### src/rtl/reg_sequencer.sv
// Fetch/decode/execute/writeback controller that drives a 16x16 register file
// and an external ALU. It issues one instruction per pass, taking at least four cycles.
module reg_sequencer #(
  parameter int unsigned      WIDTH    = 16,
  parameter int unsigned      REGBITS  = 4,
  parameter logic [WIDTH-1:0] RESET_PC = '0
) (
  input  logic               clk,
  input  logic               reset_n,
  input  logic               run,
  output logic [WIDTH-1:0]   pc,
  output logic               instr_req,
  input  logic               instr_valid,
  input  logic [WIDTH-1:0]   instr_data,
  output logic [REGBITS-1:0] sourceAddr,
  output logic [REGBITS-1:0] destAddr,
  output logic               regWrite,
  output logic [WIDTH-1:0]   wrData,
  output logic [3:0]         alu_op,
  output logic               use_imm,
  output logic [WIDTH-1:0]   imm_ext,
  input  logic [WIDTH-1:0]   alu_result,
  output logic               illegal
);

  localparam int unsigned IMMBITS = 8;

  typedef enum logic [1:0] {S_FETCH, S_DECODE, S_EXEC, S_WB} state_t;

  state_t state_q, state_d;

  logic [WIDTH-1:0]   pc_d, imm_d, wd_d;
  logic [REGBITS-1:0] src_d, dst_d;
  logic [3:0]         op_d;
  logic               ui_d, ill_d, we_d;
  logic               writes_q, writes_d, mov_q, mov_d;

  logic [3:0]         dec_op;
  logic               dec_ui, dec_wr, dec_mov, dec_ill;
  logic [WIDTH-1:0]   dec_imm, sext, zext;

  assign instr_req = reset_n && run && (state_q == S_FETCH);

  // Instruction decode straight off the fetch bus, captured as the fetch completes
  always_comb begin
    dec_op  = 4'h0;
    dec_ui  = 1'b0;
    dec_imm = '0;
    dec_wr  = 1'b0;
    dec_mov = 1'b0;
    dec_ill = 1'b0;
    sext    = WIDTH'($signed(instr_data[IMMBITS-1:0]));
    zext    = WIDTH'(instr_data[IMMBITS-1:0]);
    unique case (instr_data[15:12])
      4'h0: begin dec_op = instr_data[7:4]; dec_wr = (instr_data[7:4] != 4'hB); end
      4'h1: begin dec_op = 4'h5; dec_ui = 1'b1; dec_imm = sext; dec_wr = 1'b1; end
      4'h2: begin dec_op = 4'h9; dec_ui = 1'b1; dec_imm = sext; dec_wr = 1'b1; end
      4'h3: begin dec_op = 4'h1; dec_ui = 1'b1; dec_imm = zext; dec_wr = 1'b1; end
      4'h4: begin dec_op = 4'h2; dec_ui = 1'b1; dec_imm = zext; dec_wr = 1'b1; end
      4'h5: begin dec_op = 4'h3; dec_ui = 1'b1; dec_imm = zext; dec_wr = 1'b1; end
      4'hB: begin dec_op = 4'hB; dec_ui = 1'b1; dec_imm = sext; end
      4'h6: begin dec_ui = 1'b1; dec_imm = zext; dec_wr = 1'b1; dec_mov = 1'b1; end
      4'h7: begin
        dec_ui  = 1'b1;
        dec_imm = WIDTH'({instr_data[IMMBITS-1:0], 8'h00});
        dec_wr  = 1'b1;
        dec_mov = 1'b1;
      end
      default: dec_ill = 1'b1;
    endcase
  end

  // Next-state and next-output logic
  always_comb begin
    state_d  = state_q;
    pc_d     = pc;
    src_d    = sourceAddr;
    dst_d    = destAddr;
    op_d     = alu_op;
    ui_d     = use_imm;
    imm_d    = imm_ext;
    writes_d = writes_q;
    mov_d    = mov_q;
    wd_d     = wrData;
    ill_d    = 1'b0;
    we_d     = 1'b0;
    unique case (state_q)
      S_FETCH: begin
        if (instr_req && instr_valid) begin
          pc_d     = pc + WIDTH'(1);
          src_d    = REGBITS'(instr_data[3:0]);
          dst_d    = REGBITS'(instr_data[11:8]);
          op_d     = dec_op;
          ui_d     = dec_ui;
          imm_d    = dec_imm;
          writes_d = dec_wr;
          mov_d    = dec_mov;
          ill_d    = dec_ill;
          state_d  = S_DECODE;
        end
      end
      S_DECODE: state_d = S_EXEC;
      S_EXEC: begin
        // wrData doubles as the result register: ALU result or the move immediate
        wd_d    = mov_q ? imm_ext : alu_result;
        we_d    = writes_q;
        state_d = S_WB;
      end
      S_WB:     state_d = S_FETCH;
      default:  state_d = S_FETCH;
    endcase
  end

  always_ff @(posedge clk or negedge reset_n) begin
    if (!reset_n) begin
      state_q    <= S_FETCH;
      pc         <= RESET_PC;
      sourceAddr <= '0;
      destAddr   <= '0;
      alu_op     <= 4'h0;
      use_imm    <= 1'b0;
      imm_ext    <= '0;
      writes_q   <= 1'b0;
      mov_q      <= 1'b0;
      wrData     <= '0;
      illegal    <= 1'b0;
      regWrite   <= 1'b0;
    end else begin
      state_q    <= state_d;
      pc         <= pc_d;
      sourceAddr <= src_d;
      destAddr   <= dst_d;
      alu_op     <= op_d;
      use_imm    <= ui_d;
      imm_ext    <= imm_d;
      writes_q   <= writes_d;
      mov_q      <= mov_d;
      wrData     <= wd_d;
      illegal    <= ill_d;
      regWrite   <= we_d;
    end
  end

endmodule

### config.mk
export PLATFORM = sky130hd
export DESIGN_NAME = reg_sequencer
export DESIGN_NICKNAME = d
export VERILOG_FILES = /design/src/rtl/reg_sequencer.sv
export SDC_FILE = /design/constraint.sdc
export NUM_CORES = 1
export LEC_CHECK = 0
export ABC_CLOCK_PERIOD_IN_PS = 1700
export BUFFER_PORTS_ARGS = -buffer_cell sky130_fd_sc_hd__clkbuf_2
export CAP_MARGIN = 10
export CELL_PAD_IN_SITES_DETAIL_PLACEMENT = 0
export CELL_PAD_IN_SITES_GLOBAL_PLACEMENT = 2
export CORE_ASPECT_RATIO = 1.4
export CORE_MARGIN = 3
export CORE_UTILIZATION = 30
export DETAILED_ROUTE_END_ITERATION = 7
export HOLD_SLACK_MARGIN = 0.06
export PLACE_DENSITY = 0.76
export SETUP_SLACK_MARGIN = 0.02
export SLEW_MARGIN = 10
export SYNTH_ARGS = -nofsm -noshare
export SYNTH_HDL_FRONTEND = slang
export SYNTH_SLANG_ARGS = --single-unit
### constraint.sdc
create_clock -name clk -period 1.7 [get_ports clk]
set_input_delay 0.085 -clock clk [delete_from_list [all_inputs] [get_ports clk]]
set_output_delay 0.085 -clock clk [all_outputs]
set_load 0.02 [all_outputs]
==> impl_metrics.toml <==
[outcome]
status = "completed"

[synth]
yosys_warnings = 0
synth_area_mm2 = 0.00303
synth.area.top_cells = "dfrtp_1, nand2_1, mux2i_1"
yosysTopAreaCell = "dfrtp_1"
avgSynthCellArea_um2 = 10.0
synthFlopType = "dfrtp_1"
netlist-cell-type-count = 37
syn_inst = 302
yosys_register_bits = 67
ys_seq_area_share_pct = 55.4
syn_nets = 341
async_flop_share_pct = 100
synth_top_area_share_pct = 55.4
synth_edf_count = 0

[timing]
tightest_slew_ns = 0.497
finClkSkew_ns = 0.00742
rsz0062_at_grt = "false"
setup_viol = 0
slew_headroom_pct = 66.6
clock.fmax_ghz = 0.656
hold_viol = 0
fin_crit_sh_pct = 89.6
layout_min_cycle_time_ns = 1.52
drv_slew = 0
finalSetupTns_ns = 0

[layout]
fin_util_pct = 43.0
diodes = 0
drive_gt1_share_pct = 30.1
nets = 462
synthToLayoutAreaGrowth_pct = 37.5
fillers = 1038

[global_routing]
grt_pass1_wl_um = 13600
grt_max_degree = 35
grt_pass1_vias = 2585
grtUsageTotal_pct = 15.0
antenna_found_initial = 0
grt-ovfl-total = 0

[pwr]
p_comb_share_pct = 36.7
total_power_mw = 6.71
p_clk_share_pct = 25.2
leakagePower_nw = 2.05
p_int_mw = 4.11
pwr-share-seq_pct = 38.1
peakVddDrop_mv = 0.658
sw_frac_of_total_pct = 38.7
p_sw_mw = 2.60
power_density_mw_per_mm2 = 1610

[clock_tree]
cts_made_buffers = 9
cts_tree = "yes"
clk-insertion-delay-late_ns = 0.33
cts_setup_buffers = 0
htree_levels = 3
path_clk_slew_ns = 0.05
cts_root_buf = "clkbuf_16"
cts_sinks = 67
clk_path_buf_depth = 2

[floorplanning]
die_w_um = 90.9
rows = 42
die_area_mm2 = 0.0113
die_h_um = 125
start_util_pct = 31.3
ios = 100
core_mm2 = 0.00967

[drt]
post_drt_wl_per_cell_um = 14.5
vias = 2537
detail-route-antenna-nets = 0
drc = 0
wirelength_um = 8100
drtPass1Iterations = 4
viasPerCell = 4.53
drtIter0Drc = 95

[setup_path]
critical_path_class = "reg -> reg"
critPathSlowestCell = "dfrtp_1"
cp-start-kind = "register"
cp.arrival_ns = 1.77
crit_fanout = 5
crit_chain = "inv_1 -> ha_2 -> and4_4 -> nand3_1 -> nor3_1 -> xor2_1"
cp.required_ns = 1.95
endpoint_kind = "register"
cpPeakStageDelay_ns = 0.35

[job]
drv_cap = 0

[hold_path]
hp-class = "in -> reg"

[placed_design]
port_buffers = 99
place_hpwl_um = 5860
gp_congestion = 0.733
## worst paths after layout
| kind | to | cells after the start | slack (ns) | startpoint |
|---|---|---|---|---|
| hold reg to reg | writes_q | 2 | 0.47 | writes_q |
| min in group asynchronous | mov_q | 3 | 0.39 | reset_n |
| setup reg to reg | pc[9] | 6 | 0.18 | state_q[0] |
| setup / recovery | pc[9] | 6 | 0.18 | state_q[0] |
| hold / removal | imm_ext[5] | 3 | 0.07 | instr_data[5] |
| max in group asynchronous | imm_ext[1] | 3 | 0.98 | reset_n |
## cells by family (layout without fill, tap and decap cells)
group / after synthesis / after routing / share of synthesized area (%)
compound gates: 61 / 61 / 11.7
xor+xnor: 16 / 16 / 4.63
fa+ha+maj: 3 / 3 / 1.24
buf+inv: 26 / 152 / 4.09
flops: 67 / 67 / 55.4
mux: 18 / 18 / 5.99
simple gates: 111 / 111 / 16.9
## critical path, delay by kind of cell (launching register included)
kind,cells,cell delay (ns)
buffers and inverters,1,0.10
AND/OR/NAND/NOR,3,0.61
flip-flops,1,0.35
adder cells (fa/ha/maj),1,0.22
XOR/XNOR,1,0.17
## timing repair
item	4_1_cts	5_1_grt
hold buffers	22	0
gates resized for setup	0	5
hold endpoints to repair	90	0
endpoints found under the setup margin	0	24
## metal layers
metal	GRT usage, %	wire (µm)	part of all wire, %	vias to the layer above
met1	19.0	3620	45	1181
met3	4.35	351	4.3	12
met5	0	0	0	-
met2	23.8	3950	49	65
li1	-	-	-	1279
met4	6.57	181	2.2	0
## area by class of cell
cell class	count	area [µm²]	share of cell area, %
clock buffers	14	264	6.35
clock inverters	2	10.0	0.241
inverters	7	26.3	0.632
multi-input cells	209	1240	29.7
flip-flops and latches	67	1680	40.3
well taps	132	165	3.97
repair buffers	129	782	18.8
## stage by stage
stage | instances | hold WS, ns | worst slack (ns) | cell area, µm²
after floorplan | 302 | -0.211 | 0.0976 | 3030
after global placement | 522 | 0.210 | 0.103 | 3650
after detailed placement | 522 | 0.208 | 0.0574 | 3650
after CTS | 560 | 0.0613 | 0.0450 | 4150
after global routing | 560 | 0.0810 | 0.0306 | 4160
final | 560 | 0.0736 | 0.176 | 4160
## state kept, by name, indices dropped and copies added, names as in the netlist
register	flops
regWrite	1
illegal	1
alu_op	4
sourceAddr	4
destAddr	4
mov_q	1
writes_q	1
imm_ext	16
state_q	2
use_imm	1
pc	16
wrData	16
## power groups by stage
stage / clock network, mW / logic (mW) / registers [mW]
4_1_cts: 1.77 / 2.49 / 2.57
5_1_grt: 1.83 / 2.72 / 2.65
2_1_floorplan: 0 / 0.951 / 3.16
3_3_place_gp: 0 / 2.41 / 2.58
3_5_place_dp: 0 / 2.45 / 2.59
6_report: 1.69 / 2.46 / 2.56
## placed cells by master, fill, tap and decap left out, types with 2 or more instances in the layout
| master | n |
|---|---|
| clkbuf_8 | 2 |
| nand4_1 | 3 |
| clkbuf_2 | 98 |
| nor2_1 | 26 |
| and4_1 | 2 |
| nand2_1 | 61 |
| and3_1 | 2 |
| clkbuf_16 | 9 |
| clkbuf_1 | 3 |
| xnor2_1 | 7 |
| inv_1 | 7 |
| a22oi_1 | 7 |
| ha_1 | 2 |
| o21ai_0 | 21 |
| nor3_1 | 5 |
| mux2i_1 | 17 |
| xor2_1 | 9 |
| a21oi_1 | 21 |
| nand3_1 | 4 |
| buf_4 | 8 |
| dlygate4sd3_1 | 22 |
| clkinv_2 | 2 |
| dfrtp_1 | 67 |
| o21ai_1 | 3 |
## Yosys cell counts (2+ instances only)
library cell and n:
inv_1 7, ha_1 3, a21oi_1 21, dfrtp_1 67
mux2i_1 17, o21ai_0 21, xnor2_1 7, nor2_1 26
nand4_1 3, buf_2 9, and4_1 3, clkbuf_1 6
nand3_1 4, nand2_1 61, xor2_1 9, and3_1 2
o21ai_1 3, nor3_1 5, buf_4 4, a22oi_1 7
(Power assumes the default switching activity.)
